## src/rtl/stopwatch_pkg.sv

```systemverilog
`default_nettype none
// +----------------------------------------------------------------------+
// | stopwatch_pkg : shared FSM encoding and counting limits for the      |
// |                 MM:SS stopwatch.                                     |
// | Revision      : 1.0                                                  |
// +----------------------------------------------------------------------+
package stopwatch_pkg;

    typedef enum logic [0:0] {
        ST_PAUSED = 1'b0,
        ST_RUN    = 1'b1
    } state_e;

    localparam int SEC_MAX         = 59;
    localparam int BCD_MAX         = 9;
    localparam int MIN_MAX_DEFAULT = 59;

endpackage : stopwatch_pkg
`default_nettype wire

```

## src/rtl/bcd_mod_counter.sv

```systemverilog
`default_nettype none
// +----------------------------------------------------------------------+
// | bcd_mod_counter : two-digit BCD counter, 00..MAX, with clear and a   |
// |                   same-cycle carry-out when an increment wraps.      |
// | Revision        : 1.0                                                |
// +----------------------------------------------------------------------+
module bcd_mod_counter
    import stopwatch_pkg::*;
#(
    parameter int MAX = 59
) (
    input  logic       clk,
    input  logic       rst,
    input  logic       inc_i,
    input  logic       clr_i,
    output logic [3:0] tens_o,
    output logic [3:0] ones_o,
    output logic       carry_o
);

    localparam logic [3:0] MAX_TENS  = 4'(MAX / 10);
    localparam logic [3:0] MAX_ONES  = 4'(MAX % 10);
    localparam logic [3:0] DIGIT_TOP = 4'(BCD_MAX);

    logic [3:0] tens_q, tens_d;
    logic [3:0] ones_q, ones_d;
    logic       at_max;

    assign at_max = (tens_q == MAX_TENS) && (ones_q == MAX_ONES);

    always_comb begin
        tens_d = tens_q;
        ones_d = ones_q;
        if (clr_i) begin
            tens_d = 4'd0;
            ones_d = 4'd0;
        end else if (inc_i) begin
            if (at_max) begin
                tens_d = 4'd0;
                ones_d = 4'd0;
            end else if (ones_q == DIGIT_TOP) begin
                ones_d = 4'd0;
                tens_d = tens_q + 4'd1;
            end else begin
                ones_d = ones_q + 4'd1;
            end
        end
    end

    always_ff @(posedge clk) begin
        if (rst) begin
            tens_q <= 4'd0;
            ones_q <= 4'd0;
        end else begin
            tens_q <= tens_d;
            ones_q <= ones_d;
        end
    end

    // Carry is combinational so the next field can increment on the same edge.
    assign carry_o = inc_i && at_max && !clr_i;
    assign tens_o  = tens_q;
    assign ones_o  = ones_q;

endmodule : bcd_mod_counter
`default_nettype wire

```

## src/rtl/stopwatch_core.sv

```systemverilog
`default_nettype none
// +----------------------------------------------------------------------+
// | stopwatch_core : MM:SS BCD stopwatch with run/pause FSM, per-field   |
// |                  adjust mode, blink phase and roll-over pulse.       |
// | Revision       : 1.0                                                 |
// +----------------------------------------------------------------------+
module stopwatch_core
    import stopwatch_pkg::*;
#(
    parameter int MIN_MAX = MIN_MAX_DEFAULT
) (
    input  logic       clk,
    input  logic       rst,
    input  logic       tick_1hz,
    input  logic       tick_2hz,
    input  logic       pause_btn,
    input  logic       adj,
    input  logic       sel,
    output logic [3:0] min_tens,
    output logic [3:0] min_ones,
    output logic [3:0] sec_tens,
    output logic [3:0] sec_ones,
    output logic       running,
    output logic       blink,
    output logic       wrap
);

    state_e state_q, state_d;
    logic   blink_q, blink_d;
    logic   wrap_q, wrap_d;
    logic   count_en, sec_inc, min_inc, sec_carry, min_carry;

    always_ff @(posedge clk) begin
        if (rst) begin
            state_q <= ST_PAUSED;
        end else begin
            state_q <= state_d;
        end
    end

    always_comb begin
        state_d = state_q;
        if (!adj && pause_btn) begin
            state_d = (state_q == ST_RUN) ? ST_PAUSED : ST_RUN;
        end
    end

    always_comb begin
        running = (state_q == ST_RUN);
    end

    // Adjust mode steers tick_2hz to one field only; real-time counting is off.
    assign count_en = !adj && tick_1hz && (state_q == ST_RUN);
    assign sec_inc  = adj ? (tick_2hz && sel)  : count_en;
    assign min_inc  = adj ? (tick_2hz && !sel) : (count_en && sec_carry);

    bcd_mod_counter #(.MAX(SEC_MAX)) u_sec (
        .clk     (clk),
        .rst     (rst),
        .inc_i   (sec_inc),
        .clr_i   (1'b0),
        .tens_o  (sec_tens),
        .ones_o  (sec_ones),
        .carry_o (sec_carry)
    );

    bcd_mod_counter #(.MAX(MIN_MAX)) u_min (
        .clk     (clk),
        .rst     (rst),
        .inc_i   (min_inc),
        .clr_i   (1'b0),
        .tens_o  (min_tens),
        .ones_o  (min_ones),
        .carry_o (min_carry)
    );

    always_comb begin
        blink_d = 1'b0;
        if (adj) begin
            blink_d = tick_2hz ? !blink_q : blink_q;
        end
        wrap_d = !adj && min_carry;
    end

    always_ff @(posedge clk) begin
        if (rst) begin
            blink_q <= 1'b0;
            wrap_q  <= 1'b0;
        end else begin
            blink_q <= blink_d;
            wrap_q  <= wrap_d;
        end
    end

    assign blink = blink_q;
    assign wrap  = wrap_q;

endmodule : stopwatch_core
`default_nettype wire

```

## config.mk

```make
export PLATFORM = sky130hd
export DESIGN_NAME = stopwatch_core
export DESIGN_NICKNAME = d
export VERILOG_FILES = /design/src/rtl/stopwatch_pkg.sv /design/src/rtl/bcd_mod_counter.sv /design/src/rtl/stopwatch_core.sv
export SDC_FILE = /design/constraint.sdc
export NUM_CORES = 1
export LEC_CHECK = 0
export CAP_MARGIN = 20
export CELL_PAD_IN_SITES_DETAIL_PLACEMENT = 0
export CELL_PAD_IN_SITES_GLOBAL_PLACEMENT = 2
export CORE_UTILIZATION = 26
export CTS_BUF_LIST = sky130_fd_sc_hd__clkbuf_4 sky130_fd_sc_hd__clkbuf_8
export DETAILED_ROUTE_END_ITERATION = 16
export PLACE_DENSITY_LB_ADDON = 0.1
export SYNTH_ARGS = -nofsm -noshare
export SYNTH_HDL_FRONTEND = slang
export SYNTH_SLANG_ARGS = --single-unit
```

## constraint.sdc

```tcl
create_clock -name clk -period 1.6 [get_ports clk]
set_input_delay 0.32 -clock clk [delete_from_list [all_inputs] [get_ports clk]]
set_output_delay 0.32 -clock clk [all_outputs]
set_load 0.1 [all_outputs]
```

==> impl_metrics.csv <==
group,metric,value,unit
cells_and_area,antenna_cells,0,
power_and_ir_drop,ir_worst_vdd,0.3391,mV
power_and_ir_drop,netSwitchingFraction,0.2811,
synthesis,synthArstFlopShare,0,
timing,finalHoldViolations,0,
synthesis,syn_inst,110,
clocking,h-tree-depth,1,
power_and_ir_drop,combPwrFrac,0.199,
timing,setup_viol,5,
synthesis,synth_area_per_cell,9.009,um2
synthesis,synthesis.area,991.0,um2
cells_and_area,multi_input_area,646.9,um2
grt,grt_max_degree,12,
worst_setup_path,worstSetupPathType,"register to register",
routing,drc_errors,0,
cells_and_area,seq_area,424.2,um2
status,violations,"negative setup slack",
clocking,cts_sinks,19,
synthesis,synth.distinct_cells,33,
power_and_ir_drop,power_density,560.3,nW/um2
grt,grt_pass1_vias,1006,
worst_setup_path,timing.critical_path.to_type,"register",
floorplan,design.portCount,26,
grt,overflow,0,
place,placed_area,1710,um2
status,run_status,"finished with violations",
floorplan,die_area,4062,um2
timing,slew_viol_final,0,
routing,wl,2525,um
worst_setup_path,crit_arrival,1.90,ns
worst_setup_path,path_max_fanout,5,
synthesis,synth-seq-cells,19,
place,portBuffers,25,
clocking,clk_path_buf_depth,2,
grt,antenna_found_initial,0,
worst_hold_path,min_path_type,"primary input to register",
timing,tightest_slew,0.2452,ns
cells_and_area,final_cell_mix,"buf_4 (21), buf_12 (19), dfxtp_4 (10)",
cells_and_area,nNetsFinal,180,
worst_hold_path,min_to,"wrap$_SDFF_PP0_",
cells_and_area,fillers,339,
clocking,cts_tree,"built",
synthesis,synth_compound_area_frac,0.1553,
cells_and_area,fin_util,0.5120,
routing,num_vias,986,
worst_setup_path,worstPathRequired,1.79,ns
place,dp_slack,-0.4502,ns
timing,fin_skew,0.005871,ns
worst_setup_path,r2r_end,"u_min.ones_o[2]$_SDFFE_PP0P_",
routing,ant_nets,0,
cells_and_area,finalInstanceArea,1874,um2
worst_setup_path,reg2reg_from,"u_sec.tens_o[1]$_SDFFE_PP0P_",
floorplan,start_util,0.2707,
power_and_ir_drop,seqPwrFrac,0.461,
floorplan,die_h,63.74,um
worst_setup_path,regToRegSetupSlack,-0.11,ns
synthesis,synth_xor_area_frac,0.04419,
floorplan,fp.dieW,63.74,um
clocking,clockRootBuffer,"clkbuf_8",
synthesis,synth.area.mux_share,0.02020,
routing,wl_per_cell,11.91,um
clocking,clk_pin_slew,0.08,ns
synthesis,synth_edf_count,0,
run,cap_violations,0,
timing,post-route-period-util,1.070,
place,gp_congestion,0.7669,
synthesis,syn-num-nets,125,
synthesis,synthAdderAreaFrac,0.1010,
clocking,clk_latency,0.25,ns
cells_and_area,drive_gt1_frac,0.4817,
timing,min_period,1.713,ns
power_and_ir_drop,p_leak,0.0007515,uW
timing,fmax,583.9,MHz
clocking,holdBufCountCts,0,
worst_setup_path,reg2regPathDepth,6,
synthesis,yosysWarnings,0,
routing,drt_iter0_markers,37,
timing,rsz0062_at_grt,"yes",
grt,grtUsageTotal,0.1334,
place,placed_cells,203,
synthesis,synth_top_family_by_area,"simple AND/OR/NAND/NOR gates",
floorplan,row_count,22,
routing,drt_first_pass_iters,4,
floorplan,core,3661,um2
cells_and_area,area_delta_synth_final,89.14,%
timing,setup_ws,-0.1126,ns
power_and_ir_drop,pwr-share-clk,0.340,
synthesis,yosys.area_share.simple,0.2576,
grt,grt_pass1_wl,4305,um
worst_setup_path,start_kind,"register",
clocking,cts_buffers,3,
cells_and_area,fin_cells,212,
place,dp_hpwl,1909,um
synthesis,synth-main-ff-cell,"dfxtp_1",
cells_and_area,layout_commonest_cell,"buf_4",
timing,relSlewSlack,0.8363,
synthesis,ys_seq_area_frac,0.3838,
timing,final.setup.tns,-0.2869,ns
power_and_ir_drop,power_switching,295.2,uW
worst_hold_path,whs_path_depth,3,
routing,avgViaCountPerCell,4.651,
power_and_ir_drop,internal_power,754.9,uW
worst_hold_path,worstHoldStart,"adj",
power by group through the flow:
stage | registers (uW) | logic [uW] | clock network [uW]
after detailed placement | 495 | 198 | 0
after CTS | 485 | 207 | 373
after global placement | 495 | 198 | 0
after global routing | 486 | 221 | 395
final | 484 | 209 | 357
after floorplan | 562 | 40.4 | 0
worst max path at each step:
stage,slack [ns],cells past startpoint,from,endpoint
after CTS,-0.13,6,u_sec.tens_o[1]$_SDFFE_PP0P_,u_min.tens_o[1]$_SDFFE_PP0P_
after global routing,-0.18,6,u_sec.tens_o[1]$_SDFFE_PP0P_,u_min.tens_o[1]$_SDFFE_PP0P_
after detailed placement,-0.45,6,tick_1hz,u_min.ones_o[1]$_SDFFE_PP0P_
after global placement,-0.39,7,tick_1hz,u_min.ones_o[3]$_SDFFE_PP0P_
after floorplan,-0.29,6,u_sec.tens_o[0]$_SDFFE_PP0P_,u_min.ones_o[2]$_SDFFE_PP0P_
final,-0.11,6,u_sec.tens_o[1]$_SDFFE_PP0P_,u_min.ones_o[2]$_SDFFE_PP0P_
what timing repair did:
| action | 4_1_cts | 5_1_grt |
|---|---|---|
| gates resized for setup | 12 | 9 |
| setup endpoints to repair | 9 | 14 |
| buffers inserted | 5 | 0 |
| pin swaps | 12 | 4 |
sequential cells by signal, indices dropped and copies added, names as in the netlist:
name	cells
blink	1
running	1
u_min.ones_o	4
u_min.tens_o	4
u_sec.ones_o	4
u_sec.tens_o	4
wrap	1
metrics by stage:
step / hold WS, ns / total power (uW)
2_1_floorplan: 0.3847 / 602.3
3_3_place_gp: 0.5076 / 692.2
3_5_place_dp: 0.5053 / 693.3
4_1_cts: 0.5126 / 1064
5_1_grt: 0.4155 / 1102
6_report: 0.3897 / 1050
cell usage after synthesis, types with 2 or more instances:
cell / count / area share
dfxtp_1: 19 / 0.38
a21oi_1: 9 / 0.045
nor2_1: 9 / 0.034
ha_1: 8 / 0.10
inv_1: 6 / 0.023
nand2_1: 6 / 0.023
nand3_1: 5 / 0.025
nand3b_1: 5 / 0.038
o21ai_0: 5 / 0.025
or4_1: 4 / 0.030
nor2b_1: 3 / 0.019
or3_1: 3 / 0.019
xnor2_1: 3 / 0.027
and3b_1: 2 / 0.018
mux2i_1: 2 / 0.020
nor3_1: 2 / 0.010
o31ai_1: 2 / 0.015
xor2_1: 2 / 0.018
final cells by class:
| type | count | share of cell area |
|---|---|---|
| tap | 48 | 0.03204 |
| timing repair buffer | 52 | 0.3558 |
| clock buffer | 4 | 0.02603 |
| multi-input combinational | 83 | 0.3451 |
| inverter | 6 | 0.01469 |
| sequential | 19 | 0.2263 |
kinds of logic (layout without fill, tap and decap cells):
family,Yosys count,in the layout
buffers and inverters,8,62
DFF,19,19
and+or+nand+nor,43,43
xor gates and xnor gates,5,5
adders and majority gates,8,8
AOI/OAI and AO/OA,25,25
muxes,2,2
routing by layer:
metal | wire (um) | part of all wire | vias up | GRT usage
li1 | - | - | 505 | -
met3 | 69 | 0.027 | 2 | 0.02321
met4 | 16 | 0.0063 | 0 | 0.04261
met2 | 1240 | 0.49 | 20 | 0.2367
met5 | 0 | 0 | - | 0
met1 | 1198 | 0.47 | 459 | 0.1614
critical path, stage by stage (launching register included):
cell and delay [ns]:
dfxtp_4 0.35, inv_4 0.05, ha_4 0.11, nand3b_1 0.10
o31a_1 0.36, or4_1 0.54, a21oi_1 0.13
Power figures use the tool's default switching activity.
